==> src/rtl/logs_pkg.sv <==
`default_nettype none
// ============================================================================
// Module   : logs_pkg
// Brief    : State encoding and default parameters for the envelope stage.
// Revision : 1.0
// ============================================================================
package logs_pkg;

  localparam int unsigned  C_DEF_ENV_BITS  = 8;
  localparam logic [15:0]  C_DEF_ATK_DIV   = 16'd1024;
  localparam logic [15:0]  C_DEF_REL_DIV   = 16'd4096;
  localparam logic [7:0]   C_DEF_SUS_LEVEL = 8'd192;
  localparam int unsigned  C_CNT_BITS      = 16;

  typedef enum logic [1:0] {
    ST_IDLE    = 2'd0,
    ST_ATTACK  = 2'd1,
    ST_SUSTAIN = 2'd2,
    ST_RELEASE = 2'd3
  } state_t;

endpackage : logs_pkg
`default_nettype wire

==> src/rtl/logs_pdm_dither.sv <==
`default_nettype none
// ============================================================================
// Module   : logs_pdm_dither
// Brief    : First-order PDM: carry of acc+level, registered, drives en.
// Revision : 1.0
// ============================================================================
module logs_pdm_dither
  import logs_pkg::*;
#(
  parameter int unsigned ENV_BITS = C_DEF_ENV_BITS
) (
  input  logic                clk,
  input  logic                rst_n,
  input  logic [ENV_BITS-1:0] level,
  output logic                en
);

  logic [ENV_BITS-1:0] r_acc;
  logic                r_en;
  logic [ENV_BITS:0]   w_sum;

  assign w_sum = {1'b0, r_acc} + {1'b0, level};

  always_ff @(posedge clk) begin
    if (!rst_n) begin
      r_acc <= '0;
      r_en  <= 1'b0;
    end else begin
      r_acc <= w_sum[ENV_BITS-1:0];
      r_en  <= w_sum[ENV_BITS];
    end
  end

  assign en = r_en;

endmodule : logs_pdm_dither
`default_nettype wire

==> src/rtl/logs_envelope.sv <==
`default_nettype none
// ============================================================================
// Module   : logs_envelope
// Brief    : ASR envelope gating a 1-bit PWM stream through PDM dither.
// Revision : 1.0
// ============================================================================
module logs_envelope
  import logs_pkg::*;
#(
  parameter int unsigned         ENV_BITS  = C_DEF_ENV_BITS,
  parameter logic [15:0]         ATK_DIV   = C_DEF_ATK_DIV,
  parameter logic [15:0]         REL_DIV   = C_DEF_REL_DIV,
  parameter logic [ENV_BITS-1:0] SUS_LEVEL = ENV_BITS'(C_DEF_SUS_LEVEL)
) (
  input  logic                clk,
  input  logic                rst_n,
  input  logic                snd_in,
  input  logic                gate,
  output logic                snd_out,
  output logic [ENV_BITS-1:0] env_level,
  output logic                busy
);

  state_t                r_state;
  state_t                w_state_nxt;
  logic [ENV_BITS-1:0]   r_level;
  logic [ENV_BITS-1:0]   w_level_nxt;
  logic [ENV_BITS-1:0]   w_level_inc;
  logic [ENV_BITS-1:0]   w_level_dec;
  logic [C_CNT_BITS-1:0] r_count;
  logic [C_CNT_BITS-1:0] w_count_nxt;
  logic [C_CNT_BITS-1:0] w_div;
  logic                  w_stepping;
  logic                  w_tick;
  logic                  w_en;
  logic                  r_snd_out;

  assign w_stepping  = (r_state == ST_ATTACK) || (r_state == ST_RELEASE);
  assign w_div       = (r_state == ST_ATTACK) ? ATK_DIV : REL_DIV;
  assign w_tick      = w_stepping && (r_count == (w_div - 16'd1));
  assign w_level_inc = r_level + ENV_BITS'(1);
  assign w_level_dec = r_level - ENV_BITS'(1);

  // Abort/retrigger on gate outranks both the tick and the bound checks.
  always_comb begin
    w_state_nxt = r_state;
    w_level_nxt = r_level;
    case (r_state)
      ST_IDLE: begin
        w_level_nxt = '0;
        if (gate) w_state_nxt = ST_ATTACK;
      end
      ST_ATTACK: begin
        if (!gate) begin
          w_state_nxt = ST_RELEASE;
        end else if (r_level >= SUS_LEVEL) begin
          w_state_nxt = ST_SUSTAIN;
          w_level_nxt = SUS_LEVEL;
        end else if (w_tick) begin
          w_level_nxt = w_level_inc;
          if (w_level_inc == SUS_LEVEL) w_state_nxt = ST_SUSTAIN;
        end
      end
      ST_SUSTAIN: begin
        if (!gate) w_state_nxt = ST_RELEASE;
      end
      ST_RELEASE: begin
        if (gate) begin
          w_state_nxt = ST_ATTACK;
        end else if (r_level == '0) begin
          w_state_nxt = ST_IDLE;
        end else if (w_tick) begin
          w_level_nxt = w_level_dec;
        end
      end
      default: begin
        w_state_nxt = ST_IDLE;
        w_level_nxt = '0;
      end
    endcase
  end

  always_comb begin
    w_count_nxt = '0;
    if (w_stepping && (w_state_nxt == r_state) && !w_tick) begin
      w_count_nxt = r_count + 16'd1;
    end
  end

  always_ff @(posedge clk) begin
    if (!rst_n) begin
      r_state   <= ST_IDLE;
      r_level   <= '0;
      r_count   <= '0;
      r_snd_out <= 1'b0;
    end else begin
      r_state   <= w_state_nxt;
      r_level   <= w_level_nxt;
      r_count   <= w_count_nxt;
      r_snd_out <= snd_in & w_en;
    end
  end

  logs_pdm_dither #(
    .ENV_BITS (ENV_BITS)
  ) u_dither (
    .clk   (clk),
    .rst_n (rst_n),
    .level (r_level),
    .en    (w_en)
  );

  assign snd_out   = r_snd_out;
  assign env_level = r_level;
  assign busy      = (r_state != ST_IDLE);

endmodule : logs_envelope
`default_nettype wire

==> config.mk <==
export PLATFORM = sky130hd
export DESIGN_NAME = logs_envelope
export DESIGN_NICKNAME = d
export VERILOG_FILES = /design/src/rtl/logs_pkg.sv /design/src/rtl/logs_pdm_dither.sv /design/src/rtl/logs_envelope.sv
export SDC_FILE = /design/constraint.sdc
export NUM_CORES = 1
export LEC_CHECK = 0
export BUFFER_PORTS_ARGS = -buffer_cell sky130_fd_sc_hd__clkbuf_2
export CORE_MARGIN = 2
export CORE_UTILIZATION = 45
export DETAILED_ROUTE_END_ITERATION = 8
export HOLD_SLACK_MARGIN = 0.1
export SYNTH_ARGS = -nofsm -noshare
export SYNTH_HDL_FRONTEND = slang
export SYNTH_SLANG_ARGS = --single-unit
==> constraint.sdc <==
create_clock -name clk -period 2.6 [get_ports clk]
set_input_delay 0.13 -clock clk [delete_from_list [all_inputs] [get_ports clk]]
set_output_delay 0.13 -clock clk [all_outputs]
set_load 0.05 [all_outputs]
==> results.md <==
- Number of vias per cell: between 5 and 6
- DRT antenna net count: 0
- Prevailing post-synth register cell: dfxtp_1
- DRC errors left: 0
- Layout cells sized above 1: about 15%
- CP Launch Type: flip-flop
- R2r worst-path depth: 7
- Clock transition at path regs: 0.07 ns
- Clk Latency, worst-skew pair: a little under 0.3 ns
- FMAX: about 0.43 GHz
- Post-synth EDFFs: 0
- Iteration-0 DRC Markers: between 150 and 200
- Tcrit/Tclk final: 90.23%
- Seq/Total Area, Yosys: between 30% and 40%
- Post-Route Skew: around 0.0043 ns
- Crit path max fanout: 9
- Worst R2R Setup Slack: around 0.25 ns
- Crit Reg-Reg Startpoint: env_level[1]$_SDFFE_PN0P_
- Reg-to-reg critical path endpoint: env_level[6]$_SDFFE_PN0P_
- IO buf count: 13
- Synthesized flop and latch total: 36
- Vias in the first global route: about 1.8k
- Max Cap Violations: 0
- PD cells: approximately 500 nW/um2
- Pre-antenna DRT Iters: 4
- Synth area leaders: dfxtp_1 32%, ha_1 6.2%, nor2_1 5.6%, xor2_1 4.3%, a21oi_1 3.1%
- First-pass GRT wire length: about 8300 um
- RSZ-0062 raised after global routing: false
- Core footprint: 4755 um2
- Routed WL: around 4900 um
- Starting density of the core: between 40% and 50%
- CTS sink count: 36
- Outcome: finished, final reports clean
- Post-Syn Instances: between 200 and 300
- Critical path's largest stage delay: ~0.46 ns
- Grt ovf: 0
- Post_cts resized: 0
- Peak supply drop: between 0.2 and 0.3 mV
- Area grow syn2layout: 10.78%
- Nature of the critical path endpoint: flip-flop
- Filler Cells Inserted: roughly 500
- # diodes: 0
- CP cell instances: inv_1 -> ha_1 -> or3b_1 -> or3_1 -> and2_1 -> o311a_2 -> a31o_2
- Setup_tns: 0 ns
- Die Span X: ~74 um
- Final core utilization: 51.92%
- WP data required: roughly 2.8 ns
- Die H: ~74 um
- Initial antenna violation count: 0
- Levels on crit path: 7
- # setup viols final: 0
- Crit Path Category: flip-flop to flip-flop
- Syn_nets: about 290
- Slowest cell on crit path: or3b_1
- Synth async-reset ratio: 0%
- Largest net degree at the start of global routing: 16
- Setup crit start: env_level[1]$_SDFFE_PN0P_
- Yosys warnings: 0
- Area leader, netlist: dfxtp_1
- Top-area cell type share of the netlist area: around a third
- Max_slew headroom: between 60 and 70%
- Die Area: 5531 um2
- Worst Tran Pin Value: 0.4806 ns
- I/O pin cnt: 14
- GRT Total Usage: between 15 and 20%
- Max-slew violation count: 0
- Via count: 1953
- Root Driver: clkbuf_8
- Syn avg cell area: around 8 um2
- Min Tclk post-route: between 2 and 2.5 ns
- Top delay family on crit path: simple AND/OR/NAND/NOR gates
- Cell variety after synth: 59
- Count leader, synth: dfxtp_1
- Row count: 25
- Pleak: just over 1 nW
- Final Net Count: approximately 300
- CTS tree: done
- Crit path buf inv count: 1
- GP Congestion: 0.8433
- Place WS: between 0.2 and 0.3 ns
- Synth top cells by count: 36 x dfxtp_1, 33 x nor2_1, 16 x nand2_1
- Max Root-Sink Buffers: 2
- HPWL Detailed: approximately 3600 um
- Htree depth: 2
- Hold Vio Cnt, Final: 0
- Setup ws final: 0.2541 ns
- Num CTS Buffers: 5
- Mapped Area: roughly 2200 um2
- Arrival time worst endpoint: between 2 and 3 ns
- Min-delay worst type: primary input to flip-flop
- Hold Slack: 0.2692 ns
- WL/cell: about 14 um
- Worst Setup EP: env_level[6]$_SDFFE_PN0P_
## worst min-delay path: stages
cell	delay, ns
clkbuf_2	0.15
nand2_1	0.09
o211a_1	0.15
## routing by layer
metal  up-vias  wire (um)  GRT usage, %
met1       894       2284         24.57
met3         4        232         3.252
met5         -          0             0
met2        46       2353         32.94
met4         0         33         6.944
li1       1009          -             -
## stage by stage
| stage | total power, mW | area (um2) | cells |
|---|---|---|---|
| 6_report | 1.240 | 2469 | 354 |
| 3_5_place_dp | 0.8385 | 2366 | 345 |
| 5_1_grt | 1.306 | 2469 | 354 |
| 2_1_floorplan | 0.7841 | 2228 | 271 |
| 4_1_cts | 1.255 | 2469 | 354 |
| 3_3_place_gp | 0.8375 | 2366 | 345 |
## layout by cell type, fill, tap and decap left out, types with 3 or more instances in the layout
master	n
clkbuf_2	13
o21ai_0	14
xnor2_1	8
nor3_1	7
o211a_1	3
nand2_1	16
nor2_1	33
nor2b_1	6
clkbuf_8	6
nand4_1	3
buf_4	9
a21oi_1	14
and4_1	4
nand2b_1	3
a21o_1	3
inv_1	10
ha_1	11
nand3_1	13
and2_1	4
xor2_1	11
o31ai_1	3
mux2i_1	3
dfxtp_1	36
and3_1	5
## kinds of logic after synthesis
logic type | Yosys count | synth area share (%)
mux | 3 | 1.348
fa+ha+maj | 12 | 7.075
compound gates | 64 | 19.99
buf+inv | 26 | 5.390
simple gates | 111 | 26.39
xor+xnor | 19 | 7.468
flops | 36 | 32.34
## report_power, final
part / leakage (nW) / switching, mW / internal [mW]
logic: 0.681 / 0.154 / 0.0832
clock network: 0.0510 / 0.200 / 0.211
registers: 0.291 / 0.0211 / 0.570
total: 1.02 / 0.376 / 0.864
## final cells by class
type,count,area [um2],share of cell area (%)
sequential,36,720.7,29.19
clock inverter,2,10.01,0.4055
clock buffer,6,82.58,3.345
timing repair buffer,23,142.6,5.778
tap,67,83.83,3.396
multi-input combinational,209,1388,56.21
inverter,11,41.29,1.673
## flip-flops by register name, summed over array words and instances (netlist names)
| register | flops |
|---|---|
| u_dither.en | 1 |
| env_level | 8 |
| r_count | 16 |
| r_state | 2 |
| snd_out | 1 |
| u_dither.r_acc | 8 |
## worst min path at each step
stage	endpoint	from	cells past startpoint	slack (ns)
finish	r_state[0]$_SDFF_PN0_	gate	3	0.27
detailed placement	snd_out$_SDFF_PN0_	snd_in	2	0.37
floorplan	snd_out$_SDFF_PN0_	snd_in	1	0.28
global route	r_state[1]$_SDFF_PN0_	rst_n	3	0.28
global placement	snd_out$_SDFF_PN0_	snd_in	2	0.36
CTS	r_state[0]$_SDFF_PN0_	gate	3	0.26
## timing repair
| action | CTS | global route |
|---|---|---|
| hold buffers | 1 | 0 |
| hold endpoints to repair | 1 | 0 |
| setup buffers | 0 | 0 |
Power figures use the tool's default switching activity.
